**src/rtl/pool_scale_pkg.sv**
```systemverilog
// Shared constants and FSM encoding for the average-pooling scale stage.
package pool_scale_pkg;

    localparam logic [15:0] FP16_QNAN     = 16'h7E00;
    localparam logic [15:0] FP16_INF      = 16'h7C00;
    localparam int          FP16_EXP_BIAS = 15;

    typedef enum logic [1:0] {
        ST_IDLE = 2'd0,
        ST_MUL  = 2'd1,
        ST_HOLD = 2'd2
    } state_t;

endpackage

```
**src/rtl/pool_scale_fp16_mul.sv**
```systemverilog
// Pipelined IEEE half-precision multiplier, round-to-nearest-even, subnormals flushed.
// result/rdy appear MUL_LAT cycles after operation_nd; flush kills every op in flight.
module fp16_mul
    import pool_scale_pkg::*;
#(
    parameter int MUL_LAT = 3
) (
    input  logic        clk,
    input  logic        rst,
    input  logic        flush,
    input  logic [15:0] a,
    input  logic [15:0] b,
    input  logic        operation_nd,
    output logic [15:0] result,
    output logic        rdy
);

    function automatic logic [15:0] mul_core(input logic [15:0] x, input logic [15:0] y);
        logic              sign;
        logic              x_zero, y_zero, x_inf, y_inf, x_nan, y_nan;
        logic [21:0]       prod;
        logic [9:0]        mant;
        logic              guard, sticky, inc;
        logic [10:0]       mant_r;
        logic signed [7:0] exp;
        logic [15:0]       res;

        sign   = x[15] ^ y[15];
        x_zero = (x[14:10] == 5'd0);
        y_zero = (y[14:10] == 5'd0);
        x_inf  = (x[14:10] == 5'h1F) && (x[9:0] == 10'd0);
        y_inf  = (y[14:10] == 5'h1F) && (y[9:0] == 10'd0);
        x_nan  = (x[14:10] == 5'h1F) && (x[9:0] != 10'd0);
        y_nan  = (y[14:10] == 5'h1F) && (y[9:0] != 10'd0);

        prod = 22'({1'b1, x[9:0]}) * 22'({1'b1, y[9:0]});
        exp  = $signed({3'b000, x[14:10]}) + $signed({3'b000, y[14:10]})
             - $signed(8'(FP16_EXP_BIAS));

        // Product of two 1.xxx significands lies in [1,4); renormalise before rounding.
        if (prod[21]) begin
            mant   = prod[20:11];
            guard  = prod[10];
            sticky = |prod[9:0];
            exp    = exp + 8'sd1;
        end else begin
            mant   = prod[19:10];
            guard  = prod[9];
            sticky = |prod[8:0];
        end

        inc    = guard & (sticky | mant[0]);
        mant_r = {1'b0, mant} + {10'd0, inc};
        if (mant_r[10]) begin
            exp = exp + 8'sd1;
        end

        if (x_nan || y_nan || (x_inf && y_zero) || (x_zero && y_inf)) begin
            res = FP16_QNAN;
        end else if (x_inf || y_inf) begin
            res = FP16_INF | {sign, 15'd0};
        end else if (x_zero || y_zero) begin
            res = {sign, 15'd0};
        end else if (exp >= 8'sd31) begin
            res = FP16_INF | {sign, 15'd0};
        end else if (exp <= 8'sd0) begin
            res = {sign, 15'd0};
        end else begin
            res = {sign, exp[4:0], mant_r[9:0]};
        end
        return res;
    endfunction

    logic [15:0]        res_pipe [MUL_LAT];
    logic [MUL_LAT-1:0] vld_pipe;

    always_ff @(posedge clk or posedge rst) begin
        if (rst) begin
            vld_pipe <= '0;
            for (int i = 0; i < MUL_LAT; i++) begin
                res_pipe[i] <= 16'd0;
            end
        end else begin
            vld_pipe[0] <= operation_nd & ~flush;
            if (operation_nd) begin
                res_pipe[0] <= mul_core(a, b);
            end
            for (int i = 1; i < MUL_LAT; i++) begin
                vld_pipe[i] <= vld_pipe[i-1] & ~flush;
                res_pipe[i] <= res_pipe[i-1];
            end
        end
    end

    assign result = res_pipe[MUL_LAT-1];
    assign rdy    = vld_pipe[MUL_LAT-1];

endmodule

```
**src/rtl/pool_scale.sv**
```systemverilog
// Scales each fp16 window sum by the layer's 1/kernel_size, writes the average to the
// output FIFO and pulses done once out_total results of the layer have been written.
module pool_scale
    import pool_scale_pkg::*;
#(
    parameter int MUL_LAT = 3,
    parameter int CNT_W   = 16
) (
    input  logic             clk,
    input  logic             rst,
    input  logic             start,
    input  logic [15:0]      kernel_recip,
    input  logic [CNT_W-1:0] out_total,
    input  logic [15:0]      csum_result,
    input  logic             csum_ready,
    input  logic             fifo_full,
    output logic             wr_en,
    output logic [15:0]      wr_data,
    output logic             busy,
    output logic             done,
    output logic             overflow,
    output state_t           dbg_state
);

    // Handshakes: csum_ready is a one-cycle pulse with no backpressure, so it is only
    // taken in IDLE (else dropped and flagged); a FIFO write happens in any cycle with
    // wr_en=1, and wr_en is only raised while fifo_full=0.
    state_t           state, state_next;
    logic [15:0]      recip_q, operand_q, hold_q, mul_result;
    logic [CNT_W-1:0] total_q, cnt, cnt_inc;
    logic             op_nd, mul_rdy;
    logic             capture, drop, load_hold, last_write;

    fp16_mul #(.MUL_LAT(MUL_LAT)) u_mul (
        .clk          (clk),
        .rst          (rst),
        .flush        (start),
        .a            (operand_q),
        .b            (recip_q),
        .operation_nd (op_nd),
        .result       (mul_result),
        .rdy          (mul_rdy)
    );

    always_ff @(posedge clk or posedge rst) begin
        if (rst) begin
            state <= ST_IDLE;
        end else begin
            state <= state_next;
        end
    end

    always_comb begin
        state_next = state;
        if (start) begin
            state_next = ST_IDLE;
        end else begin
            case (state)
                ST_IDLE: if (csum_ready) state_next = ST_MUL;
                ST_MUL:  if (mul_rdy)    state_next = fifo_full ? ST_HOLD : ST_IDLE;
                ST_HOLD: if (!fifo_full) state_next = ST_IDLE;
                default: state_next = ST_IDLE;
            endcase
        end
    end

    always_comb begin
        wr_en     = 1'b0;
        wr_data   = hold_q;
        capture   = 1'b0;
        drop      = 1'b0;
        load_hold = 1'b0;
        busy      = (state != ST_IDLE);
        case (state)
            ST_IDLE: capture = csum_ready & ~start;
            ST_MUL: begin
                drop = csum_ready & ~start;
                if (mul_rdy) begin
                    wr_data   = mul_result;
                    wr_en     = ~fifo_full & ~start;
                    load_hold = ~start;
                end
            end
            ST_HOLD: begin
                drop  = csum_ready & ~start;
                wr_en = ~fifo_full & ~start;
            end
            default: ;
        endcase
    end

    assign dbg_state  = state;
    assign cnt_inc    = cnt + CNT_W'(1);
    // A zero total never matches, even when the counter wraps.
    assign last_write = (total_q != '0) && (cnt_inc == total_q);

    always_ff @(posedge clk or posedge rst) begin
        if (rst) begin
            recip_q   <= 16'd0;
            total_q   <= '0;
            operand_q <= 16'd0;
            hold_q    <= 16'd0;
            cnt       <= '0;
            op_nd     <= 1'b0;
            done      <= 1'b0;
            overflow  <= 1'b0;
        end else begin
            op_nd <= capture;
            if (capture) begin
                operand_q <= csum_result;
            end
            if (load_hold) begin
                hold_q <= mul_result;
            end
            if (start) begin
                recip_q  <= kernel_recip;
                total_q  <= out_total;
                cnt      <= '0;
                done     <= 1'b0;
                overflow <= 1'b0;
            end else begin
                done <= wr_en & last_write;
                if (wr_en) begin
                    cnt <= last_write ? '0 : cnt_inc;
                end
                if (drop) begin
                    overflow <= 1'b1;
                end
            end
        end
    end

endmodule

```
**config.mk**
```make
export PLATFORM = sky130hd
export DESIGN_NAME = pool_scale
export DESIGN_NICKNAME = d
export VERILOG_FILES = /design/src/rtl/pool_scale_pkg.sv /design/src/rtl/pool_scale_fp16_mul.sv /design/src/rtl/pool_scale.sv
export SDC_FILE = /design/constraint.sdc
export NUM_CORES = 1
export LEC_CHECK = 0
export CORE_MARGIN = 3
export CORE_UTILIZATION = 61
export DETAILED_ROUTE_END_ITERATION = 8
export PLACE_DENSITY_LB_ADDON = 0.3
export SKIP_CTS_REPAIR_TIMING = 1
export SYNTH_ARGS = -nofsm -noshare
export SYNTH_HDL_FRONTEND = slang
export SYNTH_HIERARCHICAL = 1
export SYNTH_SLANG_ARGS = --single-unit
```
**constraint.sdc**
```tcl
create_clock -name clk -period 9.05 [get_ports clk]
set_input_delay 1.3575 -clock clk [delete_from_list [all_inputs] [get_ports clk]]
set_output_delay 1.3575 -clock clk [all_outputs]
set_load 0.01 [all_outputs]
```
==> run metrics <==
Compound-Gate Fraction of Synth Area=between 10% and 20%; multiplexer area fraction after synthesis=6.88%; Avg Vias per Cell=between 5 and 6; post-route ant nets=0; NumNets Final=1492; clk_skew=9.66 ps; Seq/Total Area, Yosys=28.8%; HP Start=u_mul/res_pipe[27]$_DFF_PP0_; DP Wirelength=20800 µm; H-Tree Depth=4; CTS sink cnt=136; Synth area leader=dfrtp_1; Crit-path slowest cell=fa_1; FFs w/ async S/R, synth=100%; clock insertion delay at the later pin of the skew report=410 ps; clk root buf=clkbuf_16; syn_nets=1469; Mapped Cells=approximately 1300; Rel. slew slack=30.8%; drt total wl=28200 µm; largest family of logic cells by synthesized area=adder cells; met3 wire len=around 1800 µm; height of the die=145 µm; GRT Util Overall=27.3%; DRC=0; Worst Path Required=9350 ps; CTS buffer count=17; fin crit share=93.9%; R2R Path Start=operand_q[1]$_DFFE_PP0P_; Worst setup SP type=register; routability cong.=0.914; synthesized flop and latch total=approximately 140; Bufs on Longest Clock Path=2; final hold vios=0; share of layout cells above drive strength 1=a little under an eighth; TritonCTS clock tree=yes; CP Max Fanout=15; WS Path Type=reg -> reg; chip width=145 µm; crit path DAT=8790 ps; WL/cell=~18 µm; Avg Synthesized Cell Area=about 9.4 µm²; family with the most delay on the worst path=adder cells; unrepaired setup endpoints after global routing=false; GR Overflow Total=0; FP Rows=50; Final Max Slew Viols=0; shortest period the worst path allows=8500 ps; post-synthesis simple-gate area fraction=17.4%; yosys warns=6; Clk pin slew, worst setup/hold paths=60 ps; largest net degree at the start of global routing=56; met2 WL=13300 µm; vias in the first global route=9393; fmax=118 MHz; die footprint=21100 µm²; first-pass GRT wire length=47300 µm; Buf/Inv on CP=6; first drt pass iteration count=5; Inserted Diodes=0; initial antenna violation count=0; core box area=18900 µm²; min-delay worst type=reg -> reg; Netlist cell types=96; Synth Area in Adders=21.6%; outcome=finished, final reports clean; Worst Setup SP=operand_q[1]$_DFFE_PP0P_; Post-Syn Area=11800 µm²; main area contributors after synthesis=dfrtp_1, fa_1, ha_1, mux2_2, nand2_1; CP peak stage delay=560 ps; Most used DFF post-synth=dfrtp_1; Synth Area in XOR/XNOR=4.65%; wl on met1=12100 µm; CP endpoint kind=register; # IOs=75; max layer used=met4; final setup vio count=0; number of flops mapped to enable cells by yosys=0; starting density of the core=62.6%; worst hold slack=347 ps; area grow syn2layout=11.2%; Synth top area share=28.8%; # port buffers=74; setup_tns=0 ps; max cap viols=0; number of DRC markers in iteration 0=778; slew of the pin with the lowest slew margin=1040 ps; total number of vias=9300
==> registers in the layout (all words and copies together), names as in the netlist <==
| register | count |
|---|---|
| done | 1 |
| recip_q | 16 |
| u_mul/res_pipe | 32 |
| cnt | 16 |
| dbg_state | 2 |
| overflow | 1 |
| op_nd | 1 |
| operand_q | 16 |
| u_mul/result | 16 |
| hold_q | 16 |
| u_mul/vld_pipe | 3 |
| total_q | 16 |
==> per-stage QoR <==
step / util, % / std cells / instance area (µm²) / worst slack, ps
2_1_floorplan: - / 1260 / 11800 / 1230
3_3_place_gp: 66.4 / 1524 / 12500 / 854
3_5_place_dp: 66.4 / 1524 / 12500 / 656
4_1_cts: 69.6 / 1555 / 13100 / 555
5_1_grt: 69.6 / 1555 / 13200 / 37.7
6_report: 69.6 / 1555 / 13200 / 554
==> worst register-to-register path: cells and delay by family (launching register included) <==
kind	cells	cell delay, ps
buffers and inverters	6	620
adders and majority gates	7	3240
AOI/OAI and AO/OA	9	2650
DFF	1	490
and+or+nand+nor	7	1410
==> cell type report <==
class / count / area (µm²)
Fill cell: 1436 / 5740
Tap cell: 260 / 325
Timing Repair Buffer: 77 / 758
Clock inverter: 13 / 170
Clock buffer: 18 / 439
Inverter: 161 / 606
Multi-Input combinational cell: 890 / 7450
Sequential cell: 136 / 3400
==> placed cells by master (no fill, tap or decap), drive strengths merged, types with 8 or more instances in the layout <==
cell / netlist / layout
nand2: 163 / 163
inv: 160 / 162
dfrtp: 136 / 136
fa: 81 / 81
ha: 75 / 75
clkdlybuf4s50: 0 / 73
mux2: 66 / 66
nor2: 56 / 56
o21ai: 44 / 44
and2: 42 / 42
a21oi: 40 / 40
nand3: 39 / 39
xnor2: 36 / 36
xor2: 20 / 20
clkbuf: 39 / 18
nand4: 16 / 16
o211ai: 16 / 16
nor3: 15 / 15
a211oi: 14 / 14
nor4: 13 / 13
and3: 10 / 10
o32ai: 9 / 9
nor2b: 8 / 8
nand2b: 8 / 8
==> synthesized netlist by cell type, types with 4 or more instances <==
cell type and count:
dfrtp_1 136, or3_1 5, nor3_1 14, buf_4 20
nand3_1 39, o22ai_1 7, a21o_1 6, or2_2 4
and4_1 6, and3_1 9, nor2_1 55, a21oi_1 37
nand2b_1 8, mux2_2 66, o31ai_1 5, o21ai_1 8
a31oi_1 4, clkbuf_1 38, nand2_1 161, nand4_1 15
mux2i_1 7, or4_1 5, xor2_1 19, o2111ai_1 5
o21ai_0 35, buf_2 8, a211oi_1 13, and2_1 41
nor2b_1 8, xnor2_1 35, ha_1 75, nor4_1 12
o211ai_1 14, o21a_1 5, inv_1 160, buf_1 4
fa_1 81, nor3b_1 5, o32ai_1 9
==> kinds of logic after synthesis <==
family	count (synthesis)
AO/OA/AOI/OAI	196
XOR/XNOR	58
adder cells (fa/ha/maj)	156
buffers and inverters	234
flip-flops	136
multiplexers	73
AND/OR/NAND/NOR	407
==> metal layers <==
layer	track usage (%)	vias to the layer above
li1	-	4276
met1	37.9	4556
met2	43.9	391
met3	4.37	77
met4	9.88	0
met5	0	-
==> worst paths after layout <==
path | cells after the start | end | slack (ps)
max | 29 | u_mul/res_pipe[34]$_DFFE_PP0P_ | 550
max reg2reg | 29 | u_mul/res_pipe[34]$_DFFE_PP0P_ | 550
min | 0 | u_mul/result[11]$_DFF_PP0_ | 350
min reg2reg | 0 | u_mul/result[11]$_DFF_PP0_ | 350
max in group asynchronous | 3 | cnt[10]$_DFFE_PP0P_ | 6620
min in group asynchronous | 2 | hold_q[10]$_DFFE_PP0P_ | 1330
Power is left out: the tool's default activity adds up to more than one toggle a clock period on the data nets, which glitch-free logic cannot reach.
==> edit 1 (config.mk and constraints unchanged) <==
The parameter `CNT_W` goes from 16 to 32.
--- a/src/rtl/pool_scale.sv
+++ b/src/rtl/pool_scale.sv
@@ -5,5 +5,5 @@
 #(
     parameter int MUL_LAT = 3,
-    parameter int CNT_W   = 16
+    parameter int CNT_W   = 32
 ) (
     input  logic             clk,
Interface: changed (resized out_total); port bits go from 75 to 91. No check against the original RTL was run, so the function may have changed too.
==> edit 1 against the original RTL <==
- synthesized cell count is 16% higher
- core utilization shrank 0.35 points
- wire length increased by 17%
- worst setup slack improved by 0.098 ns
- area after synthesis grew 17%
- design area rose by 16%
- sequential cell count up 32
- largest cell class unchanged
Power is not shown: default switching activity piles up to over one toggle a cycle in this logic, so the estimate is an artifact.
==> edit 1: results (changes against the original RTL) <==
Timing
  • Slew HR: 0.102 (was 0.308)
  • Final Skew: 0.0121 ns (was 0.00966 ns)

Global route
  • First-pass GRT wire length: 54,000 um (was 47,300 um)
  • Largest net degree at the start of global routing: 63 (was 56)
  • Initial antenna violation count: 0 (unchanged)
  • Gr usage total: 0.272 (was 0.273)
  • Vias in the first global route: 10,463 (was 9,393)
  • Global route total overflow: 0 (unchanged)

Final layout
  • Ant. Diodes: 0 (unchanged)
  • Share of cells above drive strength 1: 0.113 (was 0.114)
  • Number of fill cells: 1,662 (was 1,436)
  • Nets: 1,720 (was 1,492)
  • Largest regs: cnt x32, total_q x32, u_mul/res_pipe x32

Logic synthesis
  • Share of flip-flops with an asynchronous set or reset: 1.00 (unchanged)
  • Post-synth EDFFs: 0 (unchanged)
  • Synth warn: 6 (unchanged)
  • Post-Synth XOR/XNOR Area: 0.0666 (was 0.0465)
  • Commonest cells in the netlist: nand2_1 (169), dfrtp_1 (168), inv_1 (151) (was nand2_1 (161), inv_1 (160), dfrtp_1 (136))
  • Post-synthesis mux area share: 0.0786 (was 0.0688)
  • Seq/Total Area, Yosys: 0.303 (was 0.288)
  • Top FF cell, synth: dfrtp_1 (unchanged)
  • Number of library cell types mapped by synthesis: 94 (was 96)
  • Largest cells by area after synthesis: dfrtp_1 (30%), fa_1 (12%), ha_1 (6.8%) (was dfrtp_1 (29%), fa_1 (14%), ha_1 (7.9%))
  • Adder-Cell Fraction of Synth Area: 0.185 (was 0.216)
  • Compound-Gate Fraction of Synth Area: 0.0976 (was 0.124)

Drt
  • Post-Route WL: 33,100 um (was 28,200 um)
  • Drt initial violations: 898 (was 778)
  • Via count: 10,831 (was 9,300)
  • DR top layer: met4 (unchanged)
  • Met3 wire len: 1870 um (was 1840 um)
  • Met1 wire length: 14,300 um (was 12,100 um)
  • Drt first pass iters: 6 (was 5)
  • Routed wl met2: 16,400 um (was 13,300 um)

Placed design
  • PortBufs: 90 (was 74)
  • DP HPWL: 24,700 um (was 20,800 um)
  • GPL Wtd Cong: 0.923 (was 0.914)

Setup path
  • CP max stage delay: 0.64 ns (was 0.56 ns)
  • Crit path max fanout: 12 (was 15)
  • CP max stage cell: dfrtp_1 (was fa_1)
  • R2R setup slack: 0.65 ns (was 0.55 ns)
  • CP delay by family, top: adder cells (unchanged)

Clock network
  • Clk pin slew, worst setup/hold paths: 0.07 ns
  • Root Buffer: clkbuf_16 (unchanged)
  • Worst-case clock buffer depth: 2 (unchanged)
  • CTS buffer count: 17 (unchanged)
  • Worst-Skew Late Latency: 0.43 ns (was 0.41 ns)
  • H-tree depth: 4 (unchanged)

Worst hold path
  • Min-delay worst type: flop to flop (unchanged)

Run status
  • Status: complete, no violations (unchanged)
## edit 1: cell types whose count changed after synthesis, sizes merged, moves of 12 or more
| cell | before | now |
|---|---|---|
| nor3 | 15 | 32 |
| mux2 | 66 | 82 |
| nand3 | 39 | 27 |
| xnor2 | 36 | 66 |
| nand4 | 16 | 31 |
| nor2 | 56 | 107 |
| xor2 | 20 | 36 |
| dfrtp | 136 | 168 |
| buf | 34 | 48 |
## edit 1: kinds of logic after synthesis
kind of cell               after synthesis
muxes                                   97
DFF                                    168
AOI/OAI and AO/OA                      184
adders and majority gates              156
and+or+nand+nor                        519
xor gates and xnor gates               103
buffers and inverters                  237
## edit 1: stage by stage
stage          utilization  hold slack, ns  setup slack, ns  std cells  instance area [um^2]
5_1_grt              0.693           0.357            0.130       1788                 15300
6_report             0.693           0.348            0.652       1788                 15300
2_1_floorplan            -           0.331             1.25       1464                 13900
3_5_place_dp         0.665           0.335            0.792       1756                 14700
3_3_place_gp         0.665           0.332             1.04       1756                 14700
4_1_cts              0.693           0.351            0.716       1788                 15300
## edit 1: area by class of cell
cell class / count / share of cell area
clock inverter: 13 / 0.0102
multi-input combinational: 1059 / 0.563
timing repair buffer: 96 / 0.0615
clock buffer: 19 / 0.0296
tap: 280 / 0.0229
sequential: 168 / 0.275
inverter: 153 / 0.0377
## edit 1: layer usage
metal	global-route usage	vias to the layer above
li1	-	5023
met1	0.382	5389
met2	0.456	377
met3	0.0326	42
met4	0.0579	0
met5	0	-
## edit 1: final timing paths
check,from,end,depth (start not counted)
max,operand_q[5],u_mul/res_pipe[36],24
min,u_mul/res_pipe[16],u_mul/result[0],0
max reg2reg,operand_q[5],u_mul/res_pipe[36],24
min reg2reg,u_mul/res_pipe[16],u_mul/result[0],0
max in group asynchronous,rst,operand_q[8],3
min in group asynchronous,rst,hold_q[12],2
## edit 1: worst register-to-register path: cells and delay by family (launching register included)
| family | cells | cell delay, ns |
|---|---|---|
| AOI/OAI and AO/OA | 7 | 2.38 |
| adders and majority gates | 7 | 3.21 |
| and+or+nand+nor | 7 | 1.75 |
| DFF | 1 | 0.64 |
| buffers and inverters | 3 | 0.27 |
==> edit 2 (same settings) <==
Made on the original files. Put one more register stage on the output `dbg_state`, without a reset. The value now appears one clock later. The other outputs are not delayed to match.
--- a/src/rtl/pool_scale.sv
+++ b/src/rtl/pool_scale.sv
@@ -90,5 +90,7 @@
     end
 
-    assign dbg_state  = state;
+    always_ff @(posedge clk) begin
+        dbg_state <= state;
+    end
     assign cnt_inc    = cnt + CNT_W'(1);
     // A zero total never matches, even when the counter wraps.
Function: changed (Yosys sat finds a counterexample within 4 cycles, from zero or initial values and one cycle with rst high).
==> edit 2 against the original RTL <==
- worst setup slack improved by 0.27 ns
- critical path depth fell by 5
- die area is 1.6% lower
- via count is 8.0% lower
- area after synthesis decreased by 1.7%
- design area is 2.5% lower
- wire length shrank 8.4%
- sequential cell count up 2
Power is left out: the tool's default activity adds up to more than one toggle a clock period on the data nets, which glitch-free logic cannot reach.
==> edit 2: results (changes against the original RTL) <==
Placed design
  • DP HPWL: 19,100 um (was 20,800 um)
  • GPL Wtd Cong: 0.913 (was 0.914)
  • Dpl cell area: 12,200 um^2 (was 12,500 um^2)

Drt
  • WL per Instance: 17.6 um (was 18.1 um)
  • Via count: 8,555 (was 9,300)
  • Drt initial violations: 599 (was 778)

Worst hold path
  • WHS Endpoint: u_mul/result[10] (was u_mul/result[11])
  • Min-delay src: u_mul/res_pipe[26] (was u_mul/res_pipe[27])

Logic synthesis
  • Share of flip-flops with an asynchronous set or reset: 0.986 (was 1.00)
  • Post-synthesis mux area share: 0.0767 (was 0.0688)
  • Most frequent cell after synthesis: inv_1 (was nand2_1)
  • Commonest cells in the netlist: inv_1 (151), nand2_1 (148), dfrtp_1 (136) (was nand2_1 (161), inv_1 (160), dfrtp_1 (136))
  • Post-Synth XOR/XNOR Area: 0.0541 (was 0.0465)
  • Compound-Gate Fraction of Synth Area: 0.0964 (was 0.124)
  • Largest cells by area after synthesis: dfrtp_1 (29%), fa_1 (14%), ha_1 (8.1%) (was dfrtp_1 (29%), fa_1 (14%), ha_1 (7.9%))

Setup path
  • Crit path max fanout: 14 (was 15)
  • Worst EP arrival: 8.49 ns (was 8.79 ns)
  • FF-to-FF path depth: 24 (was 29)
  • R2R Path End: u_mul/res_pipe[33] (was u_mul/res_pipe[34])
  • R2R setup slack: 0.82 ns (was 0.55 ns)
  • CP max stage delay: 0.70 ns (was 0.56 ns)
  • RR Startpoint: operand_q[8] (was operand_q[1])
  • CP max stage cell: mux2i_2 (was fa_1)

Global route
  • Grt met1 use: 0.365 (was 0.379)
  • First-pass GRT wire length: 43,300 um (was 47,300 um)
  • Vias in the first global route: 8,765 (was 9,393)
  • Gr usage total: 0.261 (was 0.273)
  • Met2 Usage GRT: 0.411 (was 0.439)
  • M3 GR Usage: 0.0450 (was 0.0437)
  • Largest net degree at the start of global routing: 77 (was 56)

Timing
  • Final min period: 8.23 ns (was 8.50 ns)
  • Final Skew: 0.00730 ns (was 0.00966 ns)
  • Final hold slack: 0.349 ns (was 0.347 ns)

Final layout
  • Share of cells above drive strength 1: 0.122 (was 0.114)

Run status
  • Status: complete, no violations (unchanged)
edit 2: changes by cell type in the layout (fill, tap and decap cells not counted), moves of 8 or more:
cell / unedited run / this run
a21oi_1: 37 / 29
inv_1: 158 / 149
nand2_1: 161 / 148
nand3_1: 39 / 26
nor3_1: 14 / 5
o21ai_0: 35 / 26
xnor2_1: 35 / 48
edit 2: worst max-delay path, delay by kind of cell, from the launching register on:
family | cells | cell delay, ns
adder cells (fa/ha/maj) | 7 | 3.27
XOR/XNOR | 1 | 0.26
AND/OR/NAND/NOR | 5 | 1.36
buffers and inverters | 3 | 0.16
AO/OA/AOI/OAI | 7 | 1.67
multiplexers | 1 | 0.70
flip-flops | 1 | 0.66
edit 2: layer usage:
layer | vias up | routed length, um | share of wire
met3 | 53 | 1360 | 0.053
met2 | 290 | 12000 | 0.46
met5 | - | 0 | 0
li1 | 3998 | - | -
met1 | 4214 | 11700 | 0.45
met4 | 0 | 770 | 0.030
edit 2: logic make-up after synthesis:
| group | count (synthesis) |
|---|---|
| simple gates | 380 |
| buf+inv | 224 |
| fa+ha+maj | 156 |
| compound gates | 149 |
| flops | 138 |
| mux | 79 |
| xor+xnor | 71 |
edit 2: worst max-delay path by stage:
stage	startpoint	end	slack, ns	cells after the start
finish	operand_q[8]	u_mul/res_pipe[33]	0.82	24
global route	operand_q[8]	u_mul/res_pipe[33]	0.37	24
CTS	operand_q[5]	u_mul/res_pipe[37]	0.88	24
detailed placement	operand_q[8]	u_mul/res_pipe[33]	0.93	24
global placement	operand_q[2]	u_mul/res_pipe[35]	1.09	24
floorplan	operand_q[2]	u_mul/res_pipe[33]	1.68	29
edit 2: through the flow:
stage	std cells	worst slack (ns)
after floorplan	1197	1.68
after global placement	1431	1.09
after detailed placement	1431	0.930
after CTS	1463	0.881
after global routing	1463	0.370
final	1463	0.824
edit 2: final cells by class:
type,instances,area (um^2)
tap,229,287
fill,1299,5510
clock inverter,14,151
multi-input combinational,835,7180
sequential,138,3440
inverter,153,576
clock buffer,18,439
timing repair buffer,76,751
